$ cat src/rtl/minterm_lut_eval_if.sv
// Streaming handshake bundle for minterm_lut_eval: vector in, evaluated bit out.
interface minterm_lut_eval_if #(
    parameter int unsigned N_IN = 3
);
    logic            in_valid;
    logic            in_ready;
    logic [N_IN-1:0] in_data;
    logic            out_valid;
    logic            out_ready;
    logic            out_y;
    logic [N_IN-1:0] out_idx;

    modport master (
        output in_valid, in_data, out_ready,
        input  in_ready, out_valid, out_y, out_idx
    );

    modport slave (
        input  in_valid, in_data, out_ready,
        output in_ready, out_valid, out_y, out_idx
    );
endinterface

$ cat src/rtl/minterm_lut_eval.sv
// Reloadable sum-of-minterms evaluator: handshaked single-entry eval path plus
// a sweep FSM that counts the on-set of the current mask.
module minterm_lut_eval #(
    parameter int unsigned          N_IN         = 3,
    parameter logic [(1<<N_IN)-1:0] DEFAULT_MASK = 8'h79
) (
    input  logic                 clk,
    input  logic                 rst,
    input  logic                 cfg_load,
    input  logic [(1<<N_IN)-1:0] cfg_mask,
    input  logic                 sweep_start,
    output logic                 sweep_busy,
    output logic                 sweep_done,
    output logic [N_IN:0]        sweep_count,
    minterm_lut_eval_if.slave    bus
);
    typedef enum logic [1:0] {IDLE, SWEEP, DONE} state_t;

    state_t               state;
    logic [(1<<N_IN)-1:0] mask;
    logic [N_IN:0]        idx;
    logic [N_IN:0]        acc;
    logic [N_IN:0]        acc_next;
    logic                 accept;

    assign bus.in_ready = ~sweep_busy & (~bus.out_valid | bus.out_ready);
    assign accept       = bus.in_valid & bus.in_ready;
    assign acc_next     = acc + {{N_IN{1'b0}}, mask[idx[N_IN-1:0]]};

    always_ff @(posedge clk) begin
        if (rst) begin
            state         <= IDLE;
            mask          <= DEFAULT_MASK;
            idx           <= '0;
            acc           <= '0;
            sweep_busy    <= 1'b0;
            sweep_done    <= 1'b0;
            sweep_count   <= '0;
            bus.out_valid <= 1'b0;
            bus.out_y     <= 1'b0;
            bus.out_idx   <= '0;
        end else begin
            // Eval reads the mask as it stands this cycle, so a same-cycle
            // reload only affects later accepts.
            if (accept) begin
                bus.out_valid <= 1'b1;
                bus.out_y     <= mask[bus.in_data];
                bus.out_idx   <= bus.in_data;
            end else if (bus.out_ready) begin
                bus.out_valid <= 1'b0;
            end

            sweep_done <= 1'b0;

            case (state)
                IDLE: begin
                    if (cfg_load) begin
                        mask <= cfg_mask;
                    end else if (sweep_start) begin
                        state      <= SWEEP;
                        idx        <= '0;
                        acc        <= '0;
                        sweep_busy <= 1'b1;
                    end
                end
                SWEEP: begin
                    acc <= acc_next;
                    idx <= idx + 1'b1;
                    if (idx == {1'b0, {N_IN{1'b1}}}) begin
                        state       <= DONE;
                        sweep_busy  <= 1'b0;
                        sweep_done  <= 1'b1;
                        sweep_count <= acc_next;
                    end
                end
                DONE: begin
                    state <= IDLE;
                end
                default: begin
                    state <= IDLE;
                end
            endcase
        end
    end
endmodule

$ cat src/flat_wrapper.sv
// flat-port wrapper written by rule: the top's interface ports become plain ports
module minterm_lut_eval_flat 
#(
    parameter int unsigned          N_IN         = 3,
    parameter logic [(1<<N_IN)-1:0] DEFAULT_MASK = 8'h79
)
  (clk, rst, cfg_load, cfg_mask, sweep_start, sweep_busy, sweep_done, sweep_count, bus_in_valid, bus_in_data, bus_out_ready, bus_in_ready, bus_out_valid, bus_out_y, bus_out_idx);
  minterm_lut_eval_if #(.N_IN(N_IN)) bus_i ();
  input  logic clk;
  input  logic rst;
  input  logic cfg_load;
  input  logic [(1<<N_IN)-1:0] cfg_mask;
  input  logic sweep_start;
  output logic sweep_busy;
  output logic sweep_done;
  output logic [N_IN:0] sweep_count;
  input wire logic [$bits(bus_i.in_valid)-1:0] bus_in_valid;
  input wire logic [$bits(bus_i.in_data)-1:0] bus_in_data;
  input wire logic [$bits(bus_i.out_ready)-1:0] bus_out_ready;
  output wire logic [$bits(bus_i.in_ready)-1:0] bus_in_ready;
  output wire logic [$bits(bus_i.out_valid)-1:0] bus_out_valid;
  output wire logic [$bits(bus_i.out_y)-1:0] bus_out_y;
  output wire logic [$bits(bus_i.out_idx)-1:0] bus_out_idx;
  assign bus_i.in_valid = bus_in_valid;
  assign bus_i.in_data = bus_in_data;
  assign bus_i.out_ready = bus_out_ready;
  assign bus_in_ready = bus_i.in_ready;
  assign bus_out_valid = bus_i.out_valid;
  assign bus_out_y = bus_i.out_y;
  assign bus_out_idx = bus_i.out_idx;
  minterm_lut_eval #(.N_IN(N_IN), .DEFAULT_MASK(DEFAULT_MASK)) u_core (.clk(clk), .rst(rst), .cfg_load(cfg_load), .cfg_mask(cfg_mask), .sweep_start(sweep_start), .sweep_busy(sweep_busy), .sweep_done(sweep_done), .sweep_count(sweep_count), .bus(bus_i));
endmodule
$ cat config.mk
export PLATFORM = sky130hd
export DESIGN_NAME = minterm_lut_eval_flat
export DESIGN_NICKNAME = d
export VERILOG_FILES = /design/src/rtl/minterm_lut_eval_if.sv /design/src/rtl/minterm_lut_eval.sv /design/src/flat_wrapper.sv
export SDC_FILE = /design/constraint.sdc
export NUM_CORES = 1
export LEC_CHECK = 0
export BUFFER_PORTS_ARGS = -buffer_cell sky130_fd_sc_hd__buf_2
export CAP_MARGIN = 25
export CORE_MARGIN = 2
export CORE_UTILIZATION = 40
export DETAILED_ROUTE_END_ITERATION = 7
export SYNTH_ARGS = -nofsm -noshare
export SYNTH_HDL_FRONTEND = slang
export SYNTH_SLANG_ARGS = --single-unit
$ cat constraint.sdc
create_clock -name clk -period 5.09 [get_ports clk]
set_input_delay 1.018 -clock clk [delete_from_list [all_inputs] [get_ports clk]]
set_output_delay 1.018 -clock clk [all_outputs]
set_load 0.02 [all_outputs]
After elaboration in Yosys (flattened, before gate mapping):

Cells that the tools add are included.

* add/sub/neg operators: 2
* magnitude comparators: 2
* equality and inequality tests: 5
* mux-type cells: 19
* bitwise gates (word level): 6
* reductions and logical operators: 9

Operators with widths (count)
* $pmux W4 S2: 2
* $lt A3 B4 Y1 const B: 2
* $mux W1: 8
* $mux W4: 2
* $bmux W1 S3: 2
* $mux W2: 3
* $reduce_and A3 Y1: 2
* $add A4 B1 Y4: 1
* $add A4 B1 Y4 const B: 1
* $eq A4 B3 Y1 const B: 1
* $ne A2 B2 Y1 const B: 2
* $pmux W2 S2: 1
* $reduce_and A2 Y1: 2
* $reduce_and A4 Y1: 1
* $reduce_bool A2 Y1: 2
* $not A1 Y1: 3
* $and A1 B1 Y1: 2
* $eq A2 B1 Y1 const B: 1
* $logic_not A2 Y1: 1
* $ne A2 B1 Y1 const B: 1
* $pmux W1 S2: 1
* $reduce_or A2 Y1: 1
* $or A1 B1 Y1: 1

* register bits after elaboration: 29
* input port bits: 17
* output and inout bits: 12
* word-level logic and storage cells: 53

Longest topological paths before layout:

* depth in word-level cells: 5
* gate-level depth with buffers: 7
* gate-level depth less buffers: 7

Worst setup path before layout:

OpenSTA, ideal clock, no wires.

* path type: input -> output
* start point: input bus_out_ready
* end point: output bus_in_ready
* arrival time: 1.327 ns
* data required time: 4.072 ns
* slack: 2.745 ns
* stages on the path: 2
* buffers on the path: 0
* cell sequence: nor2b_4 nor2_1

* word-level cells in the longest chain between the ends: 2

RTL lines
* from (decl): line flat_wrapper.sv:19 `input wire logic [$bits(bus_i.out_ready)-1:0] bus_out_ready;`
* $or A1 B1 Y1: line minterm_lut_eval.sv:26 `assign bus.in_ready = ~sweep_busy & (~bus.out_valid | bus.out_ready);`
* $and A1 B1 Y1: line minterm_lut_eval.sv:26
* to (decl): line flat_wrapper.sv:20 `output wire logic [$bits(bus_i.in_ready)-1:0] bus_in_ready;`

No other way between the ends.

Final worst setup path:

Ends and elaborated chain as after synthesis.

==> flow_metrics.py <==
metrics = {
    "pwr": {
        "peakVddDrop_v": 0.000150,
        "leakagePower_nw": 0.639,
        "post_layout_total_power_w": 0.000438,
        "powerDensity_nw_per_um2": 295,
    },
    "synth": {
        "post_synth_instance_area_um2": 1300,
        "post-synth-top-count-cell": "sky130_fd_sc_hd__dfxtp_1",
        "async_reset_ff_share_pct": 0,
        "ys_seq_area_share_pct": 44.5,
        "synthesis.area_per_instance_um2": 10.9,
        "most_used_flip_flop_cell_after_synthesis": "sky130_fd_sc_hd__dfxtp_1",
        "synth_edf_count": 0,
        "netlist.area_leader.share_pct": 44.5,
        "synth_area_leader_cell": "sky130_fd_sc_hd__dfxtp_1",
        "synth-seq-cells": 29,
        "synth-warning-count": 0,
        "synth.distinct_cells": 35,
        "synthesis.instances": 120,
        "synth_top_cells_by_count": "sky130_fd_sc_hd__dfxtp_1 (29), sky130_fd_sc_hd__nor2_1 (19), sky130_fd_sc_hd__mux2i_1 (10), sky130_fd_sc_hd__nor2b_1 (9), sky130_fd_sc_hd__a211o_1 (5)",
        "netlist_top_cells_area": "sky130_fd_sc_hd__dfxtp_1 (45%), sky130_fd_sc_hd__mux2i_1 (7.7%), sky130_fd_sc_hd__nor2_1 (5.5%), sky130_fd_sc_hd__mux4_2 (5.2%), sky130_fd_sc_hd__nor2b_1 (4.3%)",
        "postSynthNetCount": 140,
    },
    "timing": {
        "worst_case_headroom_to_the_max_slew_limit_pct": 42.3,
        "timing_hold_violations_final": 0,
        "worst_slew_pin_slew_ns": 0.862,
        "tns_ns": 0,
        "max_freq_mhz": 405,
        "setup_violating_endpoint_count_in_the_final_report": 0,
        "worst_clock_skew_ns": 0.0112,
        "timing_max_transition_violations_final": 0,
        "period_minus_slack_ns": 2.47,
        "layout_worst_path_cycle_share_pct": 48.6,
        "rsz0062_at_grt": "false",
    },
    "worst_setup_path": {
        "critPathLaunchType": "input pin",
        "required_ns": 4.07,
        "setup.worst_path.class": "in -> out",
        "crit_path_max_fanout": 3,
        "worst_ep_arrival_time_ns": 1.45,
        "critPathCaptureType": "primary output",
    },
    "outcome": {
        "outcome": "finished, final reports clean",
    },
    "layout": {
        "design.final.nets": 168,
        "layout.core_utilization_pct": 48.2,
        "diodes": 0,
        "design_area_um2": 1480,
        "layout-drive-gt1-share_pct": 30.9,
        "area_delta_synth_final_pct": 13.8,
    },
    "global_routing": {
        "grt_antenna_before_repair": 0,
        "track_usage_pct": 15.2,
        "globalRouteMet3Util_pct": 6.93,
        "pin_count_of_the_biggest_net_entering_global_routing": 26,
        "grt_first_pass_wirelength_um": 4030,
        "via_count_of_the_first_global_routing_pass": 902,
        "grt_util_met1_pct": 18.3,
        "gr-usage-met2_pct": 23.4,
        "globalRoute.busiestLayer": "met2",
        "global_route.overflow_total": 0,
    },
    "placement": {
        "io_buffers": 28,
        "placedInstanceArea_um2": 1430,
        "place.detailed.hpwl_um": 1780,
        "gp_congestion": 0.721,
    },
    "cts": {
        "cts_hold_buf": 0,
        "clock_insertion_delay_worst_skew_ns": 0.32,
        "post_cts.resized_instances": 0,
        "cts_made_buffers": 5,
        "numClockSinks": 29,
        "clock_tree_from_tritoncts": "done",
        "postCtsSetupRepairBufs": 0,
        "cts_max_level": 2,
        "path_clk_slew_ns": 0.09,
        "ctsLongestPathBuffers": 2,
        "clock-root-buffer": "sky130_fd_sc_hd__clkbuf_4",
    },
    "route": {
        "route.vias.total": 951,
        "drt-initial-drc-count": 41,
        "wl_per_cell_um": 12.4,
        "post_drt_via_cell_ratio": 4.93,
        "first_pass_iters": 4,
        "routed_wirelength_um": 2390,
        "drtAntennaViolNets": 0,
        "drc": 0,
    },
    "floorplan": {
        "initial_core_util_pct": 42.4,
        "ios": 29,
        "die_y_um": 61.1,
        "chipWidth_um": 61.1,
        "dieArea_um2": 3730,
        "placeableCoreArea_um2": 3080,
        "floorplan.rows": 20,
    },
    "job": {
        "maxCapViolations": 0,
    },
    "min_path": {
        "min-delay-path-class": "reg -> reg",
    },
}
==> cells by family after synthesis <==
family	count (synthesis)	share of synthesized area, %
xor gates and xnor gates	2	1.34
muxes	14	13.7
AOI/OAI and AO/OA	25	15.3
DFF	29	44.5
and+or+nand+nor	40	17.2
buffers and inverters	7	5.09
adders and majority gates	3	2.88
==> final cells by class <==
type                       count  area (µm²)
clock inverter                 2        10.0
sequential                    29         581
tap                           44        55.1
fill                         301        1590
multi-input combinational     84         657
clock buffer                   6        41.3
timing repair buffer          28         140
==> stage by stage <==
stage | cells | setup slack (ns) | hold slack [ns]
floorplan | 120 | 2.74 | 0.435
global route | 193 | 2.59 | 0.502
detailed placement | 185 | 2.61 | 0.464
CTS | 193 | 2.61 | 0.485
global placement | 185 | 2.61 | 0.456
finish | 193 | 2.62 | 0.484
==> worst paths after layout <==
kind / start / endpoint / slack, ns / depth (start not counted)
worst max register to register: u_core.idx[0]$_SDFFE_PP0P_ / u_core.sweep_count[2]$_SDFFE_PP0P_ / 2.95 / 6
worst min register to register: u_core.idx[3]$_SDFFE_PP0P_ / u_core.idx[3]$_SDFFE_PP0P_ / 0.48 / 1
worst max-delay path: bus_out_ready / bus_in_ready / 2.62 / 4
worst min-delay path: u_core.idx[3]$_SDFFE_PP0P_ / u_core.idx[3]$_SDFFE_PP0P_ / 0.48 / 1
==> report_power, final <==
group          switching [W]  internal [W]
logic              0.0000324     0.0000304
clock network      0.0000772     0.0000525
registers         0.00000861      0.000237
total               0.000118      0.000320
==> layer usage <==
layer / wire, µm / vias up
met5: 0 / -
met4: 21 / 0
met3: 143 / 2
met2: 1110 / 24
met1: 1120 / 440
li1: - / 485
==> registers in the layout (all words and copies together), names as in the netlist <==
name,cells
u_core.sweep_count,4
u_core.state,2
u_core.bus.out_idx,3
u_core.bus.out_y,1
u_core.idx,4
u_core.sweep_busy,1
u_core.bus.out_valid,1
u_core.sweep_done,1
u_core.mask,8
u_core.acc,4
==> placed cells by master, fill, tap and decap left out, drive strengths merged <==
| master | netlist | layout |
|---|---|---|
| dfxtp | 29 | 29 |
| buf | 5 | 28 |
| nor2 | 19 | 19 |
| mux2i | 10 | 10 |
| nor2b | 10 | 10 |
| clkbuf | 2 | 6 |
| a211o | 5 | 5 |
| a22o | 4 | 4 |
| a21oi | 4 | 4 |
| a22oi | 4 | 4 |
| mux4 | 3 | 3 |
| ha | 3 | 3 |
| nor3b | 3 | 3 |
| o21ai | 2 | 2 |
| nand3b | 2 | 2 |
| nand3 | 2 | 2 |
| clkinv | 0 | 2 |
| nor3 | 2 | 2 |
| a211oi | 2 | 2 |
| mux2 | 1 | 1 |
| a31oi | 1 | 1 |
| nand2b | 1 | 1 |
| nand2 | 1 | 1 |
| xor2 | 1 | 1 |
| o21bai | 1 | 1 |
| a311oi | 1 | 1 |
| xnor2 | 1 | 1 |
| o21a | 1 | 1 |
==> critical path, stage by stage <==
cell                      delay, ns
sky130_fd_sc_hd__buf_2         0.11
sky130_fd_sc_hd__nor2b_4       0.12
sky130_fd_sc_hd__nor2_1        0.04
sky130_fd_sc_hd__buf_2         0.15
Power figures use the tool's default switching activity.
